**config.mk**
```make
export PLATFORM = sky130hd
export DESIGN_NAME = bcd_to_bin_seq
export DESIGN_NICKNAME = d
export VERILOG_FILES = /design/src/rtl/bcd_to_bin_seq.sv
export SDC_FILE = /design/constraint.sdc
export NUM_CORES = 1
export LEC_CHECK = 0
export ABC_AREA = 1
export ABC_CLOCK_PERIOD_IN_PS = 1800
export BUFFER_PORTS_ARGS = -buffer_cell sky130_fd_sc_hd__buf_4
export CORE_UTILIZATION = 50
export CTS_BUF_LIST = sky130_fd_sc_hd__clkbuf_4
export DETAILED_ROUTE_END_ITERATION = 8
export GPL_TIMING_DRIVEN = 0
export HOLD_SLACK_MARGIN = 0.15
export PLACE_DENSITY = 0.83
export SLEW_MARGIN = 20
export SYNTH_ARGS = -nofsm -noshare
export SYNTH_HDL_FRONTEND = slang
export SYNTH_SLANG_ARGS = --single-unit
```
**constraint.sdc**
```tcl
create_clock -name clk -period 1.8 [get_ports clk]
set_clock_uncertainty 0.05 [all_clocks]
set_input_delay 0.09 -clock clk [delete_from_list [all_inputs] [get_ports clk]]
set_output_delay 0.09 -clock clk [all_outputs]
set_load 0.01 [all_outputs]
```
**src/rtl/bcd_to_bin_seq.sv**
```systemverilog
// Sequential 3-digit BCD to binary converter (reverse double dabble, one shift per clock).
// start/busy/done handshake; saturates to OUT_W bits with ovf, flags invalid digits with err.
module bcd_to_bin_seq #(
  parameter int unsigned OUT_W = 8
) (
  input  logic             clk,
  input  logic             rst_n,
  input  logic             start,
  input  logic [3:0]       hundreds,
  input  logic [3:0]       tens,
  input  logic [3:0]       ones,
  output logic             busy,
  output logic             done,
  output logic [OUT_W-1:0] bin,
  output logic             ovf,
  output logic             err
);

  localparam int unsigned MaxVal = (1 << OUT_W) - 1;

  typedef enum logic [1:0] {StIdle, StConv, StDone} state_e;

  state_e           state_q, state_d;
  logic [21:0]      sr_q, sr_d;
  logic [3:0]       cnt_q, cnt_d;
  logic [OUT_W-1:0] bin_q, bin_d;
  logic             ovf_q, ovf_d;
  logic             err_q, err_d;

  logic [21:0]      step;
  logic [9:0]       val;
  logic             bad_digit;

  assign bad_digit = (hundreds > 4'd9) || (tens > 4'd9) || (ones > 4'd9);

  // One reverse-dabble step: shift right, then correct each BCD nibble that reached >= 8.
  always_comb begin
    step = sr_q >> 1;
    for (int n = 0; n < 3; n++) begin
      if (step[10 + 4 * n + 3]) begin
        step[10 + 4 * n +: 4] = step[10 + 4 * n +: 4] - 4'd3;
      end
    end
  end

  assign val = step[9:0];

  always_comb begin
    state_d = state_q;
    sr_d    = sr_q;
    cnt_d   = cnt_q;
    bin_d   = bin_q;
    ovf_d   = ovf_q;
    err_d   = err_q;
    unique case (state_q)
      StIdle: begin
        if (start) begin
          sr_d    = {hundreds, tens, ones, 10'b0};
          cnt_d   = 4'd0;
          bin_d   = '0;
          ovf_d   = 1'b0;
          err_d   = bad_digit;
          state_d = bad_digit ? StDone : StConv;
        end
      end
      StConv: begin
        sr_d  = step;
        cnt_d = cnt_q + 4'd1;
        if (cnt_q == 4'd9) begin
          state_d = StDone;
          if (32'(val) > MaxVal) begin
            bin_d = '1;
            ovf_d = 1'b1;
          end else begin
            bin_d = val[OUT_W-1:0];
            ovf_d = 1'b0;
          end
        end
      end
      StDone: begin
        state_d = StIdle;
      end
      default: begin
        state_d = StIdle;
      end
    endcase
  end

  always_ff @(posedge clk or negedge rst_n) begin
    if (!rst_n) begin
      state_q <= StIdle;
      sr_q    <= '0;
      cnt_q   <= '0;
      bin_q   <= '0;
      ovf_q   <= 1'b0;
      err_q   <= 1'b0;
    end else begin
      state_q <= state_d;
      sr_q    <= sr_d;
      cnt_q   <= cnt_d;
      bin_q   <= bin_d;
      ovf_q   <= ovf_d;
      err_q   <= err_d;
    end
  end

  assign busy = (state_q == StConv);
  assign done = (state_q == StDone);
  assign bin  = bin_q;
  assign ovf  = ovf_q;
  assign err  = err_q;

endmodule
```
==> flow_summary.yaml, run 1 <==
run_status:
  outcome: "completed"
routing:
  vias_per_cell: 5.13
  avgRoutedWirePerCell_um: 12.9
  via_count: 1507
  dr.pass1.iters: 4
  drt_iter0_markers: 68
  ant_nets: 0
  drc: 0
  wirelength_um: 3800
global_routing:
  grtUsageTotal_pct: 23.7
  overflow: 0
  grt_max_degree: 38
  antenna_found_initial: 0
  first_global_vias: 1462
  grt_pass1_wl_um: 6290
finish:
  syn2layout_area_growth_pct: 25.4
  drive_above_1_share_pct: 18.1
  diodes: 0
  final_cell_mix: "nand2_1 (49), dfrtp_1 (37), buf_4 (26)"
  fin_nets: 267
  fin_cells: 294
  final_common_cell: "nand2_1"
clock_network:
  cts_resized: 0
  clockBufferDepth: 2
  clk_root_buffer_cell: "clkbuf_4"
  cts.sinks: 37
  cts_tree: "built"
  path_clk_slew_ps: 110
  htreeDepth: 2
  clock_latency_ps: 340
  cts_setup_buffers: 0
  cts_buffers: 5
die:
  num_rows: 21
  die_h_um: 61.0
  initial_core_util_pct: 52.1
  core_area_um2: 3340
  die_w_um: 61.0
  io_pins: 27
  dieArea_um2: 3720
yosys:
  synth_compound_area_share_pct: 15.3
  syn-cell-area_um2: 1740
  avgSynthCellArea_um2: 8.65
  synth_seq_cells: 37
  synth_top_family_by_area: "simple AND/OR/NAND/NOR gates"
  synth_simple_gate_area_share_pct: 21.4
  syn-num-nets: 220
  synth_cell_types: 23
  ys_seq_area_share_pct: 53.2
  synth_mux_area_share_pct: 0
  ys_warn_count: 0
  synth_adder_area_share_pct: 2.88
  syn-instance-count: 201
  synth-xor-area-share_pct: 0.504
flow_run:
  cap_violations: 0
sta:
  holdWs_ps: 169
  hold_violations: 0
  fin_crit_ps: 1480
  slew_violations: 0
  max_freq_ghz: 0.675
  slew_headroom_pct: 63.2
  worstMarginPinSlew_ps: 550
  finalSetupTns_ps: 0
  setup_violations: 0
  min_period_over_period_pct: 82.3
  rsz0062_at_grt: "false"
place:
  place_inst: 273
  port_buffers: 26
  hpwl_um: 2510
  place.gp.congestion: 0.785
power_and_ir_drop:
  ir_drop_mv: 0.627
  leakagePower_nw: 1.06
  p_per_area_nw_per_um2: 1470
worst_setup_path:
  end_kind: "register"
  path_max_fanout: 10
  critPathRequiredTime_ps: 1970
  path_class: "register to register"
  reg2reg_depth: 5
  worstPathArrival_ps: 1650
  cp-start-kind: "register"
hold_path:
  hold_class: "primary input to async pin"
-- layout make-up --
class,count,area [µm²]
fillers,291,1160
flip-flops and latches,37,926
multi-input cells,138,697
repair buffers,40,335
inverters,21,78.8
well taps,46,57.6
clock buffers,6,45.0
plain buffers,5,37.5
clock inverters,1,3.75
-- flip-flops by register name, indices dropped and copies added, names as in the netlist --
signal and flops:
cnt_q 4, err 1, state_q 2, sr_q 21
bin 8, ovf 1
-- cell usage after synthesis (all sizes together) --
master,n,area share [%]
a21oi,13,3.7
buf,5,2.2
dfrtp,37,53
ha,4,2.9
inv,21,4.5
nand2,50,11
nand3,9,2.9
nand3b,2,0.86
nor2,25,6.1
nor3,1,0.29
o211ai,5,2.2
o21ai,14,4.7
o22ai,13,4.7
or2,1,0.36
xnor2,1,0.50
-- kinds of logic after synthesis --
logic type               after synthesis
AND/OR/NAND/NOR                       88
buffers and inverters                 26
AO/OA/AOI/OAI                         45
adder cells (fa/ha/maj)                4
flip-flops                            37
XOR/XNOR                               1
-- per-layer routing --
metal | global-route usage [%] | wire, µm
met5 | 0 | 0
met4 | 11.4 | 79
met3 | 3.84 | 106
met2 | 38.8 | 1870
met1 | 30.9 | 1740
-- worst paths after layout --
path                                 startpoint                      to  slack, ps
setup / recovery           cnt_q[0]$_DFFE_PN0P_  state_q[1]$_DFFE_PN0P_        320
hold / removal                            rst_n      bin[1]$_DFFE_PN0P_        170
setup reg to reg           cnt_q[0]$_DFFE_PN0P_  state_q[1]$_DFFE_PN0P_        320
hold reg to reg              bin[6]$_DFFE_PN0P_      bin[6]$_DFFE_PN0P_        430
max in group asynchronous                 rst_n      bin[2]$_DFFE_PN0P_       1190
min in group clk             bin[6]$_DFFE_PN0P_      bin[6]$_DFFE_PN0P_        430
-- report_power, final --
part / leakage, nW / internal, W / switching, W
sequential: 0.478 / 0.00113 / 0.000244
combinational: 0.556 / 0.000579 / 0.000822
clock: 0.0292 / 0.000157 / 0.000259
total: 1.06 / 0.00187 / 0.00133
-- critical path, cell delays in order, from the launching register on --
cell	delay [ps]
dfrtp_1	430
ha_1	220
nand3_1	170
nor2_1	70
nor2_2	320
nor2_1	100
-- stage by stage --
stage	power, W	cell area [µm²]	util (%)	setup slack [ps]
after global routing	0.00348	2180	65.4	147
after detailed placement	0.00276	1990	59.7	294
after floorplan	0.00226	1740	-	512
after global placement	0.00269	1990	59.7	299
after CTS	0.00319	2180	65.4	276
final	0.00320	2180	65.4	319
-- timing repair --
action / 4_1_cts / 5_1_grt
setup endpoints to repair: 0 / 0
hold buffers: 14 / 0
endpoints found under the hold margin: 51 / 0
Note: power is estimated with default switching activity, not from simulation.
==> run 2: changes to the inputs <==
--- a/config.mk
+++ b/config.mk
@@ -5,15 +5,15 @@
 export SDC_FILE = /design/constraint.sdc
 export NUM_CORES = 1
 export LEC_CHECK = 0
-export ABC_AREA = 1
-export ABC_CLOCK_PERIOD_IN_PS = 1800
+export ABC_AREA = 0
+export ABC_CLOCK_PERIOD_IN_PS = 1300
 export BUFFER_PORTS_ARGS = -buffer_cell sky130_fd_sc_hd__buf_4
 export CORE_UTILIZATION = 50
 export CTS_BUF_LIST = sky130_fd_sc_hd__clkbuf_4
 export DETAILED_ROUTE_END_ITERATION = 8
 export GPL_TIMING_DRIVEN = 0
 export HOLD_SLACK_MARGIN = 0.15
-export PLACE_DENSITY = 0.83
+export PLACE_DENSITY = 0.85
 export SLEW_MARGIN = 20
 export SYNTH_ARGS = -nofsm -noshare
 export SYNTH_HDL_FRONTEND = slang
==> constraint.sdc (replaced) <==
create_clock -name clk -period 1.3 [get_ports clk]
set_clock_uncertainty 0.05 [all_clocks]
set_input_delay 0.065 -clock clk [delete_from_list [all_inputs] [get_ports clk]]
set_output_delay 0.065 -clock clk [all_outputs]
set_load 0.01 [all_outputs]
==> run 2 against run 1 <==
The run now ends with setup timing left. Sequential share of layout area decreased by 8.0 points. Cell count decreased by 2.4%. Synthesized area increased by 6.6%. First-iteration DRC count increased by 78%. Utilization increased by 13 points. Combinational power increased by 130%. Clock-buffer cell count unchanged. Critical path type unchanged.
==> flow_summary.yaml, run 2 <==
clock_network:
  cts_tree: "built"
  cts.sinks: 37
  htreeDepth: 2
  clock_latency_ps: 340
  clk_root_buffer_cell: "clkbuf_4"
  clockBufferDepth: 2
  path_clk_slew_ps: 110
  cts_buffers: 5
power_and_ir_drop:
  switching_share_pct: 38.1
  p_per_area_nw_per_um2: 2090
  ir_drop_mv: 1.06
  pwr-share-seq_pct: 33.2
  internal_power_w: 0.00348
  p_sw_w: 0.00214
  leakagePower_nw: 1.22
  pwr-share-comb_pct: 56.5
  clkPwrFrac_pct: 10.3
routing:
  dr.pass1.iters: 4
  wirelength_um: 4990
  ant_nets: 0
  via_count: 1663
  drt_iter0_markers: 121
  drc: 0
  vias_per_cell: 5.79
  avgRoutedWirePerCell_um: 17.4
global_routing:
  grt_max_degree: 38
  antenna_found_initial: 0
  overflow: 0
  grtUsageTotal_pct: 25.9
  grt_pass1_wl_um: 7820
  first_global_vias: 1612
yosys:
  synth_top_area_cell: "dfrtp_1"
  syn-num-nets: 192
  yosys-top-cells-area: "dfrtp_1 (50%), mux2_4 (5.7%), o22ai_1 (4.7%), o21ai_0 (4.6%), a22o_1 (4.3%)"
  synth-edff-count: 0
  yosysMostFrequentCell: "dfrtp_1"
  ys_seq_area_share_pct: 49.9
  synth_ff_type: "dfrtp_1"
  avgSynthCellArea_um2: 10.7
  synth_common_cells: "dfrtp_1 (37), o21ai_0 (17), nand2_1 (14), o22ai_1 (14)"
  synth_seq_cells: 37
  synth_cell_types: 37
  syn-cell-area_um2: 1850
  async_reset_ff_share_pct: 100
  syn-instance-count: 173
  ys_warn_count: 0
  synth_top_area_share_pct: 49.9
worst_setup_path:
  end_kind: "register"
  reg2reg_slack_ps: -240
  startpoint: "cnt_q[1]$_DFFE_PN0P_"
  path_class: "register to register"
  r2r-end: "bin[3]$_DFFE_PN0P_"
  crit_path_end: "bin[3]$_DFFE_PN0P_"
  cp-start-kind: "register"
  worstReg2RegStart: "cnt_q[1]$_DFFE_PN0P_"
  reg2reg_depth: 6
  path_max_fanout: 8
  critPathRequiredTime_ps: 1470
  worstPathArrival_ps: 1720
sta:
  fin_crit_ps: 1540
  finalSetupTns_ps: -2710
  slew_violations: 0
  max_freq_ghz: 0.648
  worstMarginPinSlew_ps: 507
  rsz0062_at_grt: "true"
  fin_ws_ps: -244
  min_period_over_period_pct: 119
  slew_headroom_pct: 66.0
  hold_violations: 0
  setup_violations: 23
finish:
  regMostFlops: "sr_q"
  final_common_cell: "buf_4"
  largest_register_ff_count: 21
  fin_cells: 287
  final_core_util_pct: 78.0
  drive_above_1_share_pct: 39.8
  syn2layout_area_growth_pct: 44.7
  final_cell_mix: "buf_4 (44), dfrtp_1 (37), o21ai_0 (16)"
  fin_nets: 260
  diodes: 0
  fill_cells: 222
die:
  core_area_um2: 3440
  die_h_um: 62.9
  initial_core_util_pct: 53.9
  num_rows: 21
  die_w_um: 62.9
  dieArea_um2: 3960
  io_pins: 27
place:
  place_inst: 244
  port_buffers: 25
  hpwl_um: 2760
  place.gp.congestion: 0.851
flow_run:
  cap_violations: 0
run_status:
  violations: "setup timing"
  outcome: "complete, but fails checks"
hold_path:
  hold_class: "primary input to async pin"
-- run 2: how the worst min path moves through the flow --
stage / depth (start not counted) / end / slack, ps
after floorplan: 0 / bin[0]$_DFFE_PN0P_ / -280
after global placement: 1 / bin[5]$_DFFE_PN0P_ / -0.02
after detailed placement: 1 / bin[5]$_DFFE_PN0P_ / 6
after CTS: 4 / sr_q[17]$_DFFE_PN0P_ / 160
after global routing: 2 / bin[2]$_DFFE_PN0P_ / 200
final: 2 / bin[4]$_DFFE_PN0P_ / 160
-- run 2: cell families (layout without fill, tap and decap cells) --
family                   Yosys count  count (layout)  share of synthesized area [%]
AO/OA/AOI/OAI                     63              63                           22.3
flip-flops                        37              37                           49.9
AND/OR/NAND/NOR                   36              36                           11.0
buffers and inverters             18              86                           4.25
multiplexers                      10              10                           7.42
XOR/XNOR                           5               5                           2.36
adder cells (fa/ha/maj)            4               4                           2.70
-- run 2: critical path, cell delays in order, from the launching register on --
cell      delay, ps
dfrtp_1         410
inv_2            70
ha_4            140
nand4b_4        130
a21oi_4         180
buf_12          150
mux2_4          300
-- run 2: metal layers --
metal  GRT usage [%]  up-vias  part of all wire (%)
met5               0        -                     0
met4            8.72        0                   1.6
met1            32.5      814                    41
met2            44.5       70                    53
met3            4.56        9                   4.1
li1                -      770                     -
-- run 2: power groups by stage --
stage | clock network (W) | logic, W | registers, W
floorplan | 0 | 0.00145 | 0.00187
finish | 0.000578 | 0.00318 | 0.00187
global placement | 0 | 0.00200 | 0.00189
global route | 0.000638 | 0.00341 | 0.00191
CTS | 0.000589 | 0.00274 | 0.00185
detailed placement | 0 | 0.00207 | 0.00190
-- run 2: area by class of cell --
class	count	area (µm²)	area share, %
plain buffers	9	88.8	3.31
clock buffers	6	45.0	1.68
clock inverters	1	3.75	0.140
inverters	6	38.8	1.45
multi-input cells	118	946	35.2
flip-flops and latches	37	926	34.5
well taps	46	57.6	2.14
repair buffers	64	578	21.5
-- run 2: repair_timing --
action | 4_1_cts | 5_1_grt
pin swaps | 3 | 7
hold buffers | 13 | 0
setup endpoints to repair | 35 | 35
buffers inserted | 19 | 7
gates cloned | 0 | 1
hold endpoints to repair | 52 | 0
gates resized for setup | 29 | 18
-- run 2: through the flow --
step / total power (W) / hold slack (ps) / cell area, µm² / setup WS (ps)
after floorplan: 0.00332 / -281 / 1860 / -276
after global placement: 0.00388 / -0.0197 / 2100 / -404
after detailed placement: 0.00397 / 5.87 / 2100 / -432
after CTS: 0.00517 / 160 / 2550 / -246
after global routing: 0.00596 / 195 / 2680 / -299
final: 0.00562 / 162 / 2680 / -244
==> run 3: changes to the inputs <==
--- a/config.mk
+++ b/config.mk
@@ -13,7 +13,7 @@
 export DETAILED_ROUTE_END_ITERATION = 8
 export GPL_TIMING_DRIVEN = 0
 export HOLD_SLACK_MARGIN = 0.15
-export PLACE_DENSITY = 0.85
+export PLACE_DENSITY = 0.76
 export SLEW_MARGIN = 20
 export SYNTH_ARGS = -nofsm -noshare
 export SYNTH_HDL_FRONTEND = slang
==> run 3 against run 2 <==
Power increased by 4.7%. Die area unchanged. Register-to-register slack improved by 20 ps. Worst hold slack got worse by 23 ps. Clock power increased by 12%. Clock-buffer cell count unchanged. Cell count increased by 1.7%. Fmax increased by 1.4%. Highest routed layer unchanged. Via count increased by 7.3%. The run still ends with setup timing left. Non-clock buffer count increased by 4. First-iteration DRC count increased by 53%. Critical path type unchanged. Final area increased by 2.8%.
==> flow_summary.yaml, run 3 (synthesis results as in run 2) <==
routing:
  ant_nets: 0
  vias_per_cell: 6.11
  wirelength_um: 5690
  avgRoutedWirePerCell_um: 19.5
  drc: 0
  drt_iter0_markers: 185
  via_count: 1784
  dr.pass1.iters: 4
place:
  place_inst: 244
  place.gp.congestion: 0.805
  hpwl_um: 2960
  port_buffers: 25
sta:
  worstMarginPinSlew_ps: 607
  slew_violations: 0
  hold_violations: 0
  max_freq_ghz: 0.657
  setup_violations: 19
  rsz0062_at_grt: "true"
  fin_ws_ps: -223
  slew_headroom_pct: 59.6
  min_period_over_period_pct: 117
  fin_crit_ps: 1520
worst_setup_path:
  r2r-end: "bin[7]$_DFFE_PN0P_"
  critPathRequiredTime_ps: 1510
  startpoint: "cnt_q[1]$_DFFE_PN0P_"
  crit_path_end: "bin[7]$_DFFE_PN0P_"
  cp-start-kind: "register"
  path_max_fanout: 8
  reg2reg_depth: 6
  worstPathArrival_ps: 1730
  worstReg2RegStart: "cnt_q[1]$_DFFE_PN0P_"
  path_cells: "inv_2 -> ha_4 -> nand4b_4 -> a21oi_4 -> buf_12 -> mux2_4"
  cp_slowest_cell: "dfrtp_1"
  end_kind: "register"
  path_class: "register to register"
  reg2reg_slack_ps: -220
  critPathMaxStageDelay_ps: 410
die:
  initial_core_util_pct: 53.9
  die_h_um: 62.9
  die_w_um: 62.9
  io_pins: 27
  num_rows: 21
  dieArea_um2: 3960
  core_area_um2: 3440
finish:
  diodes: 0
  fin_nets: 264
  final_common_cell: "buf_4"
  syn2layout_area_growth_pct: 48.9
  drive_above_1_share_pct: 45.1
  final_core_util_pct: 80.2
  regMostFlops: "sr_q"
  final_cell_mix: "buf_4 (43), dfrtp_1 (36), buf_6 (15)"
  fill_cells: 202
  largest_register_ff_count: 21
  fin_cells: 292
clock_network:
  cts.sinks: 37
  cts_tree: "built"
  clockBufferDepth: 2
  clock_latency_ps: 370
  cts_buffers: 5
  path_clk_slew_ps: 110
  htreeDepth: 2
  clk_root_buffer_cell: "clkbuf_4"
run_status:
  outcome: "complete, but fails checks"
  violations: "setup timing"
global_routing:
  antenna_found_initial: 0
  grtUsageTotal_pct: 28.2
  first_global_vias: 1794
  grt_max_degree: 38
  overflow: 0
  grt_pass1_wl_um: 8510
power_and_ir_drop:
  pwr-share-comb_pct: 56.2
  p_sw_w: 0.00234
  clkPwrFrac_pct: 11.0
  leakagePower_nw: 1.26
  p_per_area_nw_per_um2: 2130
  pwr-share-seq_pct: 32.7
  ir_drop_mv: 1.15
  switching_share_pct: 39.7
  internal_power_w: 0.00355
flow_run:
  cap_violations: 0
hold_path:
  hold_class: "primary input to async pin"
==> run 3: how the worst min path moves through the flow <==
stage	start	endpoint	slack (ps)	cells after the start
floorplan	rst_n	bin[0]$_DFFE_PN0P_	-280	0
global placement	rst_n	sr_q[2]$_DFFE_PN0P_	-3	1
finish	rst_n	sr_q[1]$_DFFE_PN0P_	140	2
detailed placement	rst_n	sr_q[2]$_DFFE_PN0P_	4	1
global route	rst_n	sr_q[3]$_DFFE_PN0P_	170	2
CTS	start	sr_q[17]$_DFFE_PN0P_	160	4
==> run 3: what timing repair did <==
| item | CTS | global route |
|---|---|---|
| gates resized for setup | 30 | 38 |
| hold buffers | 13 | 0 |
| buffers inserted | 20 | 9 |
| endpoints found under the hold margin | 52 | 0 |
| cloned | 0 | 1 |
| endpoints found under the setup margin | 35 | 35 |
| pin swaps | 3 | 16 |
==> run 3: stage by stage <==
| stage | total power (W) | hold slack [ps] | setup TNS [ps] | cell area, µm² | worst slack, ps |
|---|---|---|---|---|---|
| floorplan | 0.00332 | -281 | -2210 | 1860 | -276 |
| global placement | 0.00388 | -3.02 | -4400 | 2100 | -386 |
| detailed placement | 0.00398 | 4.13 | -5520 | 2100 | -425 |
| CTS | 0.00523 | 162 | -2000 | 2560 | -233 |
| global route | 0.00617 | 166 | -3880 | 2760 | -273 |
| finish | 0.00589 | 139 | -2440 | 2760 | -223 |
==> run 3: worst max-delay path: cells and delay by family, from the launching register on <==
kind / cells / cell delay, ps
DFF: 1 / 410
muxes: 1 / 300
buffers and inverters: 2 / 220
and+or+nand+nor: 1 / 120
adders and majority gates: 1 / 140
AOI/OAI and AO/OA: 1 / 180
==> run 3: final cells by class <==
| class | instances | area (µm²) | share of cell area [%] |
|---|---|---|---|
| buffer | 9 | 91.3 | 3.31 |
| timing repair buffer | 68 | 597 | 21.6 |
| sequential | 37 | 927 | 33.6 |
| tap | 46 | 57.6 | 2.09 |
| inverter | 6 | 41.3 | 1.50 |
| multi-input combinational | 118 | 991 | 35.9 |
| clock inverter | 2 | 10.0 | 0.363 |
| clock buffer | 6 | 45.0 | 1.63 |
==> run 3: layer usage <==
layer | share of wire, % | vias up | global-route usage (%)
li1 | - | 783 | -
met4 | 3.7 | 0 | 12.5
met2 | 52 | 90 | 48.9
met1 | 38 | 888 | 33.5
met5 | 0 | - | 0
met3 | 6.3 | 23 | 5.66
==> run 3: power groups by stage <==
stage                     registers [W]  logic, W  clock network (W)
final                           0.00193   0.00331           0.000650
after floorplan                 0.00187   0.00145                  0
after detailed placement        0.00191   0.00208                  0
after global routing            0.00197   0.00352           0.000690
after global placement          0.00188   0.00200                  0
after CTS                       0.00187   0.00274           0.000618
